### src/rtl/lsu_ctrl.sv
// Load/store unit: latches one EX-stage memory access, runs a req/ready
// transaction to the data RAM, and returns an aligned, extended load result.
module lsu_ctrl #(
   parameter int TIMEOUT = 256
) (
   input  logic        clk,
   input  logic        rst_n,
   input  logic        es_valid,
   input  logic [5:0]  es_ctrl,
   input  logic [2:0]  es_funct3,
   input  logic [31:0] es_alu_result,
   input  logic [31:0] es_rs2_data,
   output logic        lsu_stall,
   output logic        lsu_exc,
   output logic        bus_err,
   output logic        dram_req,
   output logic        dram_we,
   output logic [31:0] dram_addr,
   output logic [31:0] dram_wdata,
   output logic [3:0]  dram_wstrb,
   input  logic        dram_ready,
   input  logic [31:0] dram_rdata,
   output logic [31:0] mem_out_data
);

   localparam int CW = $clog2(TIMEOUT + 1);

   typedef enum logic [1:0] {IDLE, BUSY, DONE} state_t;

   state_t          state_q;
   logic [CW-1:0]   cnt_q;
   logic [1:0]      off_q;
   logic [2:0]      f3_q;
   logic            req_q, we_q, berr_q;
   logic [31:0]     addr_q, wdata_q, rdata_q;
   logic [3:0]      wstrb_q;

   logic            mem_read, mem_write, mem_op, illegal, start;
   logic            load_f3_ok, store_f3_ok, misalign;
   logic [3:0]      wstrb_d;
   logic [31:0]     wdata_d;
   logic            unused_ctrl;

   assign mem_read    = es_ctrl[3];
   assign mem_write   = es_ctrl[2];
   assign unused_ctrl = ^{es_ctrl[5:4], es_ctrl[1:0]};
   assign mem_op      = es_valid & (mem_read | mem_write);

   function automatic logic [31:0] extend_load(input logic [31:0] rdata,
                                               input logic [1:0]  off,
                                               input logic [2:0]  f3);
      logic [31:0] s;
      s = rdata >> {off, 3'b000};
      case (f3)
         3'b000:  return {{24{s[7]}}, s[7:0]};
         3'b001:  return {{16{s[15]}}, s[15:0]};
         3'b100:  return {24'b0, s[7:0]};
         3'b101:  return {16'b0, s[15:0]};
         default: return rdata;
      endcase
   endfunction

   always_comb begin
      load_f3_ok  = 1'b0;
      store_f3_ok = 1'b0;
      case (es_funct3)
         3'b000, 3'b001, 3'b010: begin
            load_f3_ok  = 1'b1;
            store_f3_ok = 1'b1;
         end
         3'b100, 3'b101: load_f3_ok = 1'b1;
         default: ;
      endcase
      misalign = ((es_funct3[1:0] == 2'b01) & es_alu_result[0]) |
                 ((es_funct3[1:0] == 2'b10) & (es_alu_result[1:0] != 2'b00));
      illegal  = (mem_read & mem_write) | (mem_read & ~load_f3_ok) |
                 (mem_write & ~store_f3_ok) | misalign;
   end

   always_comb begin
      wstrb_d = 4'b0000;
      wdata_d = es_rs2_data;
      case (es_funct3[1:0])
         2'b00: begin
            wstrb_d = 4'b0001 << es_alu_result[1:0];
            wdata_d = {4{es_rs2_data[7:0]}};
         end
         2'b01: begin
            wstrb_d = 4'b0011 << {es_alu_result[1], 1'b0};
            wdata_d = {2{es_rs2_data[15:0]}};
         end
         default: wstrb_d = 4'b1111;
      endcase
      if (!mem_write) wstrb_d = 4'b0000;
   end

   assign start     = (state_q == IDLE) & mem_op & ~illegal;
   assign lsu_exc   = mem_op & illegal;
   assign lsu_stall = start | (state_q == BUSY);

   always_ff @(posedge clk or negedge rst_n) begin
      if (!rst_n) begin
         state_q <= IDLE;
         cnt_q   <= '0;
         off_q   <= 2'b00;
         f3_q    <= 3'b000;
         req_q   <= 1'b0;
         we_q    <= 1'b0;
         berr_q  <= 1'b0;
         addr_q  <= '0;
         wdata_q <= '0;
         wstrb_q <= 4'b0000;
         rdata_q <= '0;
      end else begin
         berr_q <= 1'b0;
         case (state_q)
            IDLE: if (start) begin
               state_q <= BUSY;
               req_q   <= 1'b1;
               we_q    <= mem_write;
               addr_q  <= {es_alu_result[31:2], 2'b00};
               wdata_q <= wdata_d;
               wstrb_q <= wstrb_d;
               off_q   <= es_alu_result[1:0];
               f3_q    <= es_funct3;
               cnt_q   <= '0;
            end
            BUSY: begin
               if (dram_ready) begin
                  state_q <= DONE;
                  req_q   <= 1'b0;
                  if (!we_q) rdata_q <= extend_load(dram_rdata, off_q, f3_q);
               end else if (cnt_q == CW'(TIMEOUT - 1)) begin
                  // Abort: the RAM never answered, so the load result is forced to zero.
                  state_q <= DONE;
                  req_q   <= 1'b0;
                  berr_q  <= 1'b1;
                  if (!we_q) rdata_q <= '0;
               end else begin
                  cnt_q <= cnt_q + CW'(1);
               end
            end
            DONE:    state_q <= IDLE;
            default: state_q <= IDLE;
         endcase
      end
   end

   assign dram_req     = req_q;
   assign dram_we      = we_q;
   assign dram_addr    = addr_q;
   assign dram_wdata   = wdata_q;
   assign dram_wstrb   = wstrb_q;
   assign bus_err      = berr_q;
   assign mem_out_data = rdata_q;

endmodule

### config.mk
export PLATFORM = sky130hd
export DESIGN_NAME = lsu_ctrl
export DESIGN_NICKNAME = d
export VERILOG_FILES = /design/src/rtl/lsu_ctrl.sv
export SDC_FILE = /design/constraint.sdc
export NUM_CORES = 1
export LEC_CHECK = 0
export BUFFER_PORTS_ARGS = -buffer_cell sky130_fd_sc_hd__buf_2
export CORE_MARGIN = 1
export CORE_UTILIZATION = 49
export CTS_CLUSTER_DIAMETER = 30
export CTS_CLUSTER_SIZE = 16
export DETAILED_ROUTE_END_ITERATION = 10
export GPL_ROUTABILITY_DRIVEN = 0
export PLACE_DENSITY_LB_ADDON = 0.2
export SETUP_SLACK_MARGIN = 0.05
export SYNTH_ARGS = -nofsm -noshare
export SYNTH_HDL_FRONTEND = slang
export SYNTH_SLANG_ARGS = --single-unit
export TNS_END_PERCENT = 30
### constraint.sdc
create_clock -name clk -period 2.5 [get_ports clk]
set_input_delay 0.5 -clock clk [delete_from_list [all_inputs] [get_ports clk]]
set_output_delay 0.5 -clock clk [all_outputs]
set_load 0.03 [all_outputs]
Word level (Yosys, flattened, before mapping) --
Cells that the tools add are included. W data, S select, Z words.
Word-level totals: register bits after elaboration 117, bits of input ports 109, output and inout port bits 105, word-level logic and storage cells 88
Cells by class: $add $sub $neg 1, eq/ne operators 15, shifts and indexed selects 3, muxes and demuxes 25, bitwise gates (word level) 19, reduce and logical (&&, ||, !) cells 14
Operator list (count):
- $mux W32 | 4
- $pmux W32 S4 | 1
- $pmux W32 S2 | 1
- $shr A32 B5 Y16 | 1
- $mux W9 | 3
- $pmux W9 S2 | 1
- $eq A3 B3 Y1 const B | 4
- $add A9 B1 Y9 const B | 1
- $and A1 B1 Y1 | 9
- $eq A9 B8 Y1 const B | 1
- $mux W1 | 8
- $pmux W4 S2 | 1
- $eq A3 B1 Y1 const B | 2
- $logic_not A3 Y1 | 2
- $mux W2 | 3
- $ne A2 B2 Y1 const B | 3
- $or A1 B1 Y1 | 6
- $reduce_and A3 Y1 | 2
- $reduce_bool A2 Y1 | 3
- $reduce_or A5 Y1 | 1
- $eq A2 B1 Y1 const B | 2
- $logic_not A2 Y1 | 2
- $mux W4 | 1
- $not A1 Y1 | 4
- other kinds (10) | 11

Depth between registers and ports, before layout --
word-level depth 12, mapped depth 10, gate-level depth less buffers 8

Worst setup path after synthesis --
OpenSTA, ideal clock, no wires.
path kind input port to output port, from in es_funct3[0], to out lsu_stall, arrival 2.062 ns, data required time 2.000 ns, slack -0.062 ns, stages on the path 7, path buffers 3, cell sequence clkbuf_1 a21oi_1 a32oi_1 a2111oi_2 buf_4 buf_6 nand2b_1
Between the ends: cells in the longest elaborated chain, start to end 11, elaborated cells between the ends (all ways) 24, those cells by class eq/ne: 6; mux: 2; bitwise: 13; reduce/logical: 3
Ends and longest elaborated chain:
- start: declaration | RTL line 10 | input logic [2:0] es_funct3,
- $eq A3 B1 Y1 (tied with other cells) | RTL line 66 | case (es_funct3)
- $reduce_or A5 Y1 (no line)
- $mux W1 | RTL line 66
- $not A1 Y1 | RTL line 76 | illegal = (mem_read & mem_write) | (mem_read & ~load_f3_ok) |
- $and A1 B1 Y1 | RTL line 76
- $or A1 B1 Y1 (2 in series) | RTL line 76
- $or A1 B1 Y1 (*) | RTL line 77 | (mem_write & ~store_f3_ok) | misalign;
- $not A1 Y1 (*) | RTL line 97 | assign start = (state_q == IDLE) & mem_op & ~illegal;
- $and A1 B1 Y1 (*) | RTL line 97
- $or A1 B1 Y1 (*) | RTL line 99 | assign lsu_stall = start | (state_q == BUSY);
- end: declaration | RTL line 13 | output logic lsu_stall,
Every way passes the cells marked *; elsewhere a longest branch is shown, timed or not.

Worst setup path in the final report --
Same ends and word-level chain as after synthesis.

==> results.md <==
- Status: finished, final reports clean
- Clock sink count: around 120
- Slew Limit Fails: 0
- Clock tree buffer depth: 2
- Row cnt: 38
- Fin. Hold Viols: 0
- First-pass GRT wire length: 22500 um
- Number of vias in the routed layout: ~4.5k
- Fin crit share: between 90% and 100%
- Initial antenna violation count: 0
- Routed WL: 14040 um
- WP data required: about 2000 ps
- Slew at the pin with the worst max-slew slack: slightly above 900 ps
- Main synth FF type: dfrtp_1
- Dpl hpwl: about 9700 um
- # IOs: 214
- Min Tclk post-route: ~2400 ps
- Die X: about 110 um
- Port Buf Inserts: between 200 and 250
- Number of vias per cell: ~5.5
- Max Cap Viol: 0
- Total core area: 10890 um2
- Crit path kind: in -> out
- Setup Total Neg Slack: 0 ps
- Clock-pin slew on the worst setup and hold paths: ~60 ps
- 1st-iter DRT viols: between 200 and 250
- Crit path arrival time: 1900 ps
- CTS tree: done
- Cells along the critical path: buf_2 > a21oi_1 > a32oi_1 > a2111oi_4 > nand2b_4 > buf_2
- Ys async rst share: 100.0%
- Critical path's largest stage delay: around 420 ps
- DRC violations left: 0
- Largest net degree at the start of global routing: between 100 and 150
- Iteration count of the initial detailed-routing pass: 4
- Register area share after synthesis: between 50% and 60%
- Post-synth cell types: 53
- Yosys warns: 0
- Hold_buf cts: 0
- H-Tree Depth: 4
- Remaining Overflow, GRT: 0
- Critical Path End Type: primary output
- Worst-Skew Late Latency: around 530 ps
- Diodes inserted: 0
- Setup violators final: 0
- Number of synthesized flops with an enable pin: 0
- Drt wl/cell: between 15 and 20 um
- Post-Syn Area: between 5000 and 6000 um2
- CP startpoint kind: input pin
- Hold Path Class: in -> async
- RSZ-0062 raised after global routing: true
- Die Ht: about 110 um
- Max frequency: between 400 and 500 MHz
- Worst vdd ir: between 0.8 and 0.9 mV
- Total power after layout: around 8900 uW
- Syn Area/Cell: 12.22 um2
- Die Area: roughly 12000 um2
- Initial Util: 50.62%
- Post-DRT Antenna Nets: 0
- Final nets: 775
- CP dominant cell by count: buf_2
- Clk_skew: between 10 and 15 ps
- Cell area power density: about 1200 nW/um2
- Fraction of layout cells with a size suffix above 1: 44.61%
- Synth Instances: 451
- Clock buffer count from CTS: 17
- Flops & latches, synth: approximately 120
- CP Max Fanout: 7
- Lkg Pwr: between 0.003 and 0.004 uW
- Root Buffer: clkbuf_8
- Area Growth Syn to Fin: 34.64%
- Vias in the first global route: approximately 4.6k
- Total GRT Usage: 25.37%
- Crit-path slowest cell: a2111oi_4
- Max-slew headroom: around two fifths
logic make-up (layout without fill, tap and decap cells):
family	count (synthesis)	in the layout	share of synthesized area (%)
fa+ha+maj	2	2	0.4540
compound gates	98	98	13.35
simple gates	72	72	6.220
flops	117	117	53.12
xor+xnor	6	6	0.9535
other cells	1	2	0.06804
mux	106	106	21.43
buf+inv	49	274	4.404
power breakdown:
part           leakage, uW  internal, uW  total [uW]  switching [uW]
logic              0.00186          1130        3260            2130
clock network     0.000328          1850        2690             842
registers          0.00145          2550        2930             379
synth_stat cells (all sizes together), types with 2 or more instances:
cell type,count,area [um2]
nor3b,3,22.52
nand2,26,97.59
or3,2,12.51
o221ai,6,52.55
a2bb2oi,7,61.31
xor2,2,17.52
nand2b,5,31.28
mux2i,19,190.2
a21oi,5,25.02
o21ai,31,155.2
clkbuf,16,61.30
mux2,86,968.4
o31ai,3,22.52
a211oi,6,45.04
buf,16,117.6
o22ai,3,18.77
a221o,16,160.2
nor2,20,75.07
nor2b,2,12.51
dfrtp,117,2928
ha,2,25.02
a2111oi,2,42.54
xnor2,4,35.03
inv,16,60.06
nor3,5,25.02
a22oi,8,60.06
nand3,2,10.01
a22o,2,17.52
o21a,2,15.01
layer usage:
metal	wire length, um	vias to the layer above	share of wire (%)	global-route usage (%)
li1	-	2090	-	-
met1	5657	2177	40	30.79
met5	0	-	0	0
met2	7044	191	50	40.86
met4	282	0	2.0	11.35
met3	1059	26	7.5	8.559
worst paths after layout:
| kind | from | to | slack [ps] | cells after the start |
|---|---|---|---|---|
| max | es_funct3[0] | lsu_stall | 100 | 6 |
| min | rst_n | cnt_q[4] | 30 | 2 |
| max reg2reg | cnt_q[0] | cnt_q[7] | 160 | 8 |
| min reg2reg | dram_addr[16] | dram_addr[16] | 480 | 1 |
| max in group asynchronous | rst_n | mem_out_data[11] | 1960 | 2 |
| min in group clk | es_alu_result[8] | dram_addr[8] | 180 | 2 |
cell type report:
| class | count | area (um2) |
|---|---|---|
| fillers | 811 | 3467 |
| flip-flops and latches | 117 | 2928 |
| multi-input cells | 286 | 2374 |
| repair buffers | 225 | 1224 |
| clock buffers | 23 | 486.7 |
| well taps | 140 | 175.2 |
| clock inverters | 9 | 170.2 |
| inverters | 17 | 63.81 |
flip-flops by register name, summed over array words and instances, names as in the netlist, 2 cells and up:
name,cells
off_q,2
mem_out_data,32
f3_q,3
dram_wdata,32
state_q,2
dram_wstrb,4
dram_addr,30
cnt_q,9
layout by cell type, fill, tap and decap left out, types with 5 or more instances in the layout:
master     netlist  final
mux2_1          48     48
a211oi_1         6      6
clkbuf_8         0      6
o21ai_0         27     27
buf_4            4     15
a22oi_1          8      8
a21oi_1          5      5
clkbuf_16        0     16
a2bb2oi_1        7      7
nand2_1         26     26
nor3_1           5      5
a221o_1         16     16
mux2i_1         19     19
nor2_1          20     20
mux2_2          38     38
bufinv_16        0      5
o221ai_1         6      6
dfrtp_1        117    117
buf_2            4    206
inv_1           16     16
worst max-delay path: cells and delay by family:
kind,cells,cell delay (ps)
AO/OA/AOI/OAI,3,870
buffers and inverters,2,340
AND/OR/NAND/NOR,1,190
per-stage QoR:
step | std cells | hold WS [ps] | instance area, um2 | util [%] | setup WS (ps)
4_1_cts | 815 | 73.47 | 7397 | 67.94 | 76.69
6_report | 817 | 25.01 | 7421 | 68.16 | 101.6
5_1_grt | 817 | 96.40 | 7421 | 68.16 | 21.14
3_5_place_dp | 783 | 468.8 | 6740 | 61.91 | 54.42
2_1_floorplan | 452 | 204.4 | 5523 | - | 55.12
3_3_place_gp | 783 | 456.3 | 6740 | 61.91 | 97.92
repair_timing:
item,in CTS,in global routing
setup buffers,0,2
gates resized for setup,0,2
endpoints found under the setup margin,0,27
Power figures use the tool's default switching activity.
